## config.mk

```make
export PLATFORM = sky130hd
export DESIGN_NAME = ddc_frame_buffer
export DESIGN_NICKNAME = d
export VERILOG_FILES = /design/src/rtl/ddc_frame_buffer.sv
export SDC_FILE = /design/constraint.sdc
export NUM_CORES = 2
export LEC_CHECK = 0
export CAP_MARGIN = 25
export CORE_AREA = 2 2 439 441
export CTS_BUF_LIST = sky130_fd_sc_hd__clkbuf_4
export CTS_CLUSTER_DIAMETER = 150
export DETAILED_ROUTE_END_ITERATION = 10
export DIE_AREA = 0 0 441 443
export PLACE_DENSITY_LB_ADDON = 0.3
export SLEW_MARGIN = 20
export SYNTH_ARGS = -nofsm -noshare
export SYNTH_HDL_FRONTEND = slang
export SYNTH_SLANG_ARGS = --single-unit
```

## constraint.sdc

```tcl
create_clock -name clk -period 6.2 [get_ports clk]
set_clock_uncertainty 0.05 [all_clocks]
set_input_delay 1.86 -clock clk [delete_from_list [all_inputs] [get_ports clk]]
set_output_delay 1.86 -clock clk [all_outputs]
set_load 0.05 [all_outputs]
```

## src/rtl/ddc_frame_buffer.sv

```systemverilog
// ddc_frame_buffer: collects detector samples into WORDS-word frames, stamps
// each frame with PPS-relative time and PPS count, and holds the completed
// frame for the HPS until it toggles hps_read_bit.
// Optional feature macro: DDC_FRAME_HEADER_EN (word 0 becomes a header word).
module ddc_frame_buffer #(
    parameter int unsigned WORDS  = 32,
    parameter int unsigned TIME_W = 26
) (
    input  logic                  clk,
    input  logic                  reset,
    input  logic                  sample_valid,
    input  logic [31:0]           sample_data,
    input  logic                  pps_in,
    input  logic                  hps_read_bit,
    output logic [32*WORDS-1:0]   frame_data,
    output logic [TIME_W-1:0]     ddc_time_out,
    output logic [31:0]           pps_count_out,
    output logic                  frame_ready,
    output logic [15:0]           drop_count
);

    localparam int unsigned IDX_W = (WORDS > 1) ? $clog2(WORDS) : 1;
`ifdef DDC_FRAME_HEADER_EN
    localparam logic [IDX_W-1:0] FIRST_IDX = IDX_W'(1);
`else
    localparam logic [IDX_W-1:0] FIRST_IDX = '0;
`endif
    localparam logic [IDX_W-1:0] LAST_IDX = IDX_W'(WORDS - 1);

    typedef enum logic {
        EMPTY,
        FULL
    } state_t;

    state_t state_q, state_d;

    logic              pps_s1, pps_s2, pps_s3;
    logic              pps_evt;
    logic [TIME_W-1:0] time_cnt;
    logic [31:0]       pps_cnt;

    logic              hps_q;
    logic              ack;

    logic [IDX_W-1:0]  widx;
    logic [31:0]       fill [WORDS];
    logic [TIME_W-1:0] stamp_time;
    logic [31:0]       stamp_pps;
    logic              complete;
    logic              commit;
    logic [32*WORDS-1:0] commit_frame;

`ifdef DDC_FRAME_HEADER_EN
    logic [7:0]        seq;
`endif

    // PPS synchronizer plus one extra stage for rising-edge detection
    always_ff @(posedge clk) begin
        if (reset) begin
            pps_s1 <= 1'b0;
            pps_s2 <= 1'b0;
            pps_s3 <= 1'b0;
        end else begin
            pps_s1 <= pps_in;
            pps_s2 <= pps_s1;
            pps_s3 <= pps_s2;
        end
    end

    assign pps_evt = pps_s2 & ~pps_s3;

    // Sub-second counter (saturating) and wrapping PPS counter
    always_ff @(posedge clk) begin
        if (reset) begin
            time_cnt <= '0;
            pps_cnt  <= '0;
        end else begin
            if (pps_evt) begin
                time_cnt <= '0;
                pps_cnt  <= pps_cnt + 32'd1;
            end else if (time_cnt != '1) begin
                time_cnt <= time_cnt + 1'b1;
            end
        end
    end

    // Ack history; loaded from the live input during reset to avoid a false ack
    always_ff @(posedge clk) begin
        if (reset) begin
            hps_q <= hps_read_bit;
        end else begin
            hps_q <= hps_read_bit;
        end
    end

    assign ack      = hps_read_bit ^ hps_q;
    assign complete = sample_valid && (widx == LAST_IDX);
    assign commit   = complete && ((state_q == EMPTY) || ack);

    // Fill-side word index and stamp capture on the first sample of a frame
    always_ff @(posedge clk) begin
        if (reset) begin
            widx       <= FIRST_IDX;
            stamp_time <= '0;
            stamp_pps  <= '0;
        end else if (sample_valid) begin
            widx <= complete ? FIRST_IDX : widx + 1'b1;
            if (widx == FIRST_IDX) begin
                stamp_time <= time_cnt;
                stamp_pps  <= pps_cnt;
            end
        end
    end

    // Fill buffer storage; every word is rewritten before it can be committed
    always_ff @(posedge clk) begin
        if (sample_valid) begin
            fill[widx] <= sample_data;
        end
    end

    // Assemble the frame to commit: stored words plus the word arriving now
    always_comb begin
        commit_frame = '0;
        for (int unsigned k = 0; k < WORDS; k++) begin
            commit_frame[32*k +: 32] = fill[k];
        end
        commit_frame[32*(WORDS-1) +: 32] = sample_data;
`ifdef DDC_FRAME_HEADER_EN
        commit_frame[31:0] = {8'hA5, seq, drop_count};
`endif
    end

    // Held-frame registers, updated only on commit
    always_ff @(posedge clk) begin
        if (reset) begin
            frame_data    <= '0;
            ddc_time_out  <= '0;
            pps_count_out <= '0;
        end else if (commit) begin
            frame_data    <= commit_frame;
            ddc_time_out  <= stamp_time;
            pps_count_out <= stamp_pps;
        end
    end

    // Saturating count of frames discarded because the held frame was unread
    always_ff @(posedge clk) begin
        if (reset) begin
            drop_count <= '0;
        end else if (complete && !commit && (drop_count != '1)) begin
            drop_count <= drop_count + 16'd1;
        end
    end

`ifdef DDC_FRAME_HEADER_EN
    // Wrapping sequence number of committed frames
    always_ff @(posedge clk) begin
        if (reset) begin
            seq <= '0;
        end else if (commit) begin
            seq <= seq + 8'd1;
        end
    end
`endif

    // Held-side state register
    always_ff @(posedge clk) begin
        if (reset) begin
            state_q <= EMPTY;
        end else begin
            state_q <= state_d;
        end
    end

    // Held-side next-state logic
    always_comb begin
        state_d = state_q;
        case (state_q)
            EMPTY: if (commit) state_d = FULL;
            FULL: begin
                if (commit)   state_d = FULL;
                else if (ack) state_d = EMPTY;
            end
            default: state_d = EMPTY;
        endcase
    end

    // Held-side outputs
    always_comb begin
        frame_ready = 1'b0;
        if (state_q == FULL) frame_ready = 1'b1;
    end

endmodule

```

# == Word-level counts from Yosys, hierarchy flattened ==
# Memory sizes are Yosys's and may differ from the RTL's. A register that Yosys moved wholly into a read port is not among the register bits.
# Index checks and enable logic that the tools add are counted.
# totals
ff_bits,1224
in_bits,37
ram_bits,1024
word_cells,43
out_inout_bits,1099
mem_count,1
# memory_table
name,depth,word_bits,read_ports,rd_ports_with_merged_regs,wr,line,source
fill,32,32,31,31,1,46,logic [31:0] fill [WORDS];
# op_classes
n_reduce_logical,9
bitwise,4
n_eq_ne,3
add_sub_neg,4
n_mux,8
# ops
operator,count
32-bit by 1-bit adder with 32-bit output (second input constant),1
26-bit by 1-bit adder with 26-bit output (second input constant),1
26-bit != test (second input constant),1
16-bit by 1-bit adder with 16-bit output (second input constant),1
16-bit != test (second input constant),1
1-bit 2-to-1 mux,6
5-bit by 1-bit adder with 5-bit output (second input constant),1
5-bit == test (second input constant),1
5-bit logical NOT,1
5-bit 2-to-1 mux,1
1-bit logical AND,4
1-bit inverter,2
1-bit one-hot mux with 2 select lines,1
2-bit AND reduction,1
2-bit OR reduction,1
1-bit AND,1
1-bit logical NOT,1
1-bit logical OR,1
1-bit bitwise XOR,1

# == Longest topological paths before layout ==
# depth
word_depth,6
ltp_mapped,11
depth_no_buf,7

# == Worst setup path after synthesis ==
# OpenSTA, ideal clock, no wires.
# synth_timing
path_kind,input port to flip-flop
start,input port sample_valid
end,"memory fill[16][0], enable pin"
slack_ns,1.875
path_buffers,2
arrival_ns,3.854
required_time_ns,5.729
setup_ns,0.421
path_stages,4
cell_sequence,buf_2 clkbuf_1 nand3_1 nor2_1
# synth_between
elab_chain_cells,2
# synth_lines
element,line,source
"start, declared",11,"input logic sample_valid,"
1-bit 2-to-1 mux,117,if (sample_valid) begin
1-bit 2-to-1 mux (implied by the code),118,fill[widx] <= sample_data;
"end, declared",46,
# Every way passes these cells.

# == Worst setup path in the final report ==
# layout_timing
start,"register frame_data[801], read port of fill"
end,output port frame_data[801]
# layout_rtl
element,line,source
"start, declared",15,"output logic [32*WORDS-1:0] frame_data,"
# No word-level cell between the ends.

==> results.sh <==
export IMPL_p_sw_share_pct=22.4
export IMPL_overflow=0
export IMPL_r2r_start="widx[0]$_SDFFE_PP0P_"
export IMPL_path_cells="clkdlybuf4s50_1"
export IMPL_cts_tree="yes"
export IMPL_routed_via_density=5.14
export IMPL_ys_ff_latch=2216
export IMPL_die_y_um=443
export IMPL_power_internal_mw=22.6
export IMPL_max_stage_delay_ns=0.97
export IMPL_synthesis_area_mm2=0.0728
export IMPL_power_leakage_nw=30.9
export IMPL_timing_worst_setup_path_type="flip-flop to output pin"
export IMPL_layout_common_cells="2329 x nand2_1, 1224 x dfxtp_1, 1185 x a21oi_1, 1102 x clkdlybuf4s50_1, 992 x edfxtp_1"
export IMPL_fin_setup_tns_ns=0
export IMPL_clk_pin_slew_ns=0.07
export IMPL_grt_pass1_vias=52825
export IMPL_clockBufferDepth=4
export IMPL_final_util_pct=49.7
export IMPL_synth_edf_count=992
export IMPL_syn_nets=6534
export IMPL_ctsRootBufferMaster="clkbuf_4"
export IMPL_post_cts_resized=0
export IMPL_portBuffers=1135
export IMPL_yosysWarnings=0
export IMPL_drv_cap=0
export IMPL_drive_gt1_share_pct=14.2
export IMPL_path_delay_family="buffers and inverters"
export IMPL_crit_fanout=2
export IMPL_dieWidth_um=441
export IMPL_grtUsageMet2_pct=41.9
export IMPL_drcViolationCount=0
export IMPL_layout_commonest_cell="nand2_1"
export IMPL_grt_pass1_wl_um=366000
export IMPL_grtUsageMet3_pct=6.73
export IMPL_worstPathArrival_ns=2.83
export IMPL_ys_flop_type="dfxtp_1"
export IMPL_syn_inst=6489
export IMPL_finalSetupViolations=0
export IMPL_crit_start="frame_data[801]$_SDFFE_PP0P_"
export IMPL_switching_power_mw=6.53
export IMPL_drv_slew=0
export IMPL_holdCritStartpoint="fill[22][8]$_DFFE_PP_"
export IMPL_ant_nets=0
export IMPL_rows=161
export IMPL_start_util_pct=38.1
export IMPL_min_path_type="flip-flop to flip-flop"
export IMPL_cp_end_kind="output pin"
export IMPL_critPathBufInv=1
export IMPL_fp_dieArea_mm2=0.195
export IMPL_core_region_area_mm2=0.191
export IMPL_grtUsageTotal_pct=26.0
export IMPL_wl_per_cell_um=24.1
export IMPL_post_route_period_util_pct=76.5
export IMPL_power_density_mw_per_mm2=306
export IMPL_totalWireLength_um=263000
export IMPL_slowest_stage="clkdlybuf4s50_1"
export IMPL_cts_hold_buffers=0
export IMPL_syn_avg_cell_area_um2=11.2
export IMPL_post_cts_buffers=0
export IMPL_htree_levels=6
export IMPL_syn_to_final_growth_pct=30.5
export IMPL_cts_sinks=2216
export IMPL_place_hpwl_um=164000
export IMPL_clk_latency_ns=1.37
export IMPL_met1_usage_pct=31.0
export IMPL_tightest_slew_ns=1.14
export IMPL_max_clock_freq_ghz=0.211
export IMPL_irDropWorstVdd_mv=0.199
export IMPL_final_nets=7987
export IMPL_crit_required_ns=4.29
export IMPL_power_frac_clock_pct=45.4
export IMPL_grt_busiest_layer="met2"
export IMPL_drt_iter0_drc=5326
export IMPL_hold_viol_final=0
export IMPL_maxSlewHeadroom_pct=23.8
export IMPL_dr_total_vias=56192
export IMPL_rsz0062_at_grt="no"
export IMPL_seq_area_frac_synth_pct=74.5
export IMPL_place_congestion=0.854
export IMPL_synth_cell_types=58
export IMPL_antenna_found_initial=45
export IMPL_grt_max_degree=208
export IMPL_comb_power_share_pct=2.1
export IMPL_postSynth_asyncResetShare_pct=0
export IMPL_post_route_min_period_ns=4.74
export IMPL_p_seq_share_pct=52.5
export IMPL_numCtsBuffers=585
export IMPL_dr_pass1_iters=6
export IMPL_status="completed"
export IMPL_io_pins=1136
export IMPL_crit_path_start_kind="flip-flop"
-- metal layers --
metal  vias up  part of all wire (%)
met2      2914                    48
met3       653                   8.9
li1      25349                     -
met4         0                   6.3
met1     27276                    37
met5         -                     0
-- kinds of logic after synthesis --
| logic type | count (synthesis) | synth area share, % |
|---|---|---|
| adders and majority gates | 8 | 0.137 |
| AOI/OAI and AO/OA | 1253 | 8.80 |
| xor gates and xnor gates | 12 | 0.144 |
| buffers and inverters | 426 | 2.28 |
| DFF | 2216 | 74.5 |
| and+or+nand+nor | 2556 | 13.8 |
| muxes | 18 | 0.254 |
-- registers in the layout, summed over array words and instances, names as in the netlist --
signal and flops:
pps_cnt 32, state_q 1, fill 992, stamp_time 26, drop_count 16, pps_s2 1, pps_s3 1, ddc_time_out 26
frame_data 1024, time_cnt 26, pps_count_out 32, pps_s1 1, stamp_pps 32, hps_q 1, widx 5
-- synthesized netlist by cell type (3+ instances only) --
cell type / n / share of area (%)
nand2_1: 2329 / 12
dfxtp_1: 1224 / 34
a21oi_1: 1186 / 8.1
edfxtp_1: 992 / 41
clkbuf_1: 363 / 1.9
nor2_1: 57 / 0.29
buf_2: 43 / 0.30
nand4_1: 27 / 0.23
nand3_1: 26 / 0.18
or3_1: 25 / 0.21
or4_1: 25 / 0.26
o31ai_1: 23 / 0.24
o21ai_0: 19 / 0.13
inv_1: 15 / 0.077
mux2i_1: 14 / 0.19
and3_1: 9 / 0.077
nor2b_1: 9 / 0.077
nor4_1: 9 / 0.077
ha_1: 8 / 0.14
nor3_1: 8 / 0.055
and4_1: 6 / 0.072
xnor2_1: 6 / 0.072
xor2_1: 6 / 0.072
and2_1: 4 / 0.034
mux2_2: 4 / 0.062
a211oi_1: 3 / 0.031
a311oi_1: 3 / 0.036
a31oi_1: 3 / 0.026
buf_1: 3 / 0.015
nand2b_1: 3 / 0.026
-- final timing paths --
check | depth (start not counted) | endpoint | slack, ns
setup reg to reg | 9 | frame_data[799]$_SDFFE_PP0P_ | 2.83
setup / recovery | 1 | frame_data[801] | 1.46
hold reg to reg | 2 | frame_data[712]$_SDFFE_PP0P_ | 0.35
hold / removal | 2 | frame_data[712]$_SDFFE_PP0P_ | 0.35
-- final cells by class --
cell class | instances | area (um^2)
Timing Repair Buffer | 1276 | 12700
Antenna cell | 18 | 45.0
Clock inverter | 106 | 703
Clock buffer | 936 | 7030
Tap cell | 2526 | 3160
Sequential cell | 2216 | 54300
Multi-Input combinational cell | 3847 | 17100
Inverter | 16 | 60.1
Fill cell | 17222 | 96100
-- per-stage QoR --
step / hold slack (ns) / area [um^2] / power (mW) / setup slack, ns / cells
finish: 0.348 / 95100 / 29.1 / 1.46 / 10941
global route: 0.408 / 95000 / 30.2 / 1.26 / 10930
CTS: 0.366 / 95000 / 29.4 / 1.25 / 10921
detailed placement: 0.378 / 87200 / 16.2 / 1.32 / 9879
global placement: 0.385 / 87100 / 16.2 / 1.33 / 9874
floorplan: 0.364 / 72800 / 15.8 / 1.88 / 6489
-- power by group through the flow --
stage	clock [mW]	sequential [mW]	combinational [mW]
finish	13.2	15.3	0.609
global route	14.3	15.3	0.622
CTS	13.5	15.3	0.609
detailed placement	0	15.6	0.608
global placement	0	15.6	0.599
floorplan	0	15.6	0.163
-- worst register-to-register path: stages (launching register included) --
cell and delay, ns:
dfxtp_1 0.43, ha_1 0.36, and3_1 0.20, ha_1 0.44, nand2_1 0.23, a21oi_4 0.20, buf_4 0.42, buf_12 0.48
nand2_1 0.37, a21oi_1 0.17
No activity file was read; power rests on OpenSTA's default activity.
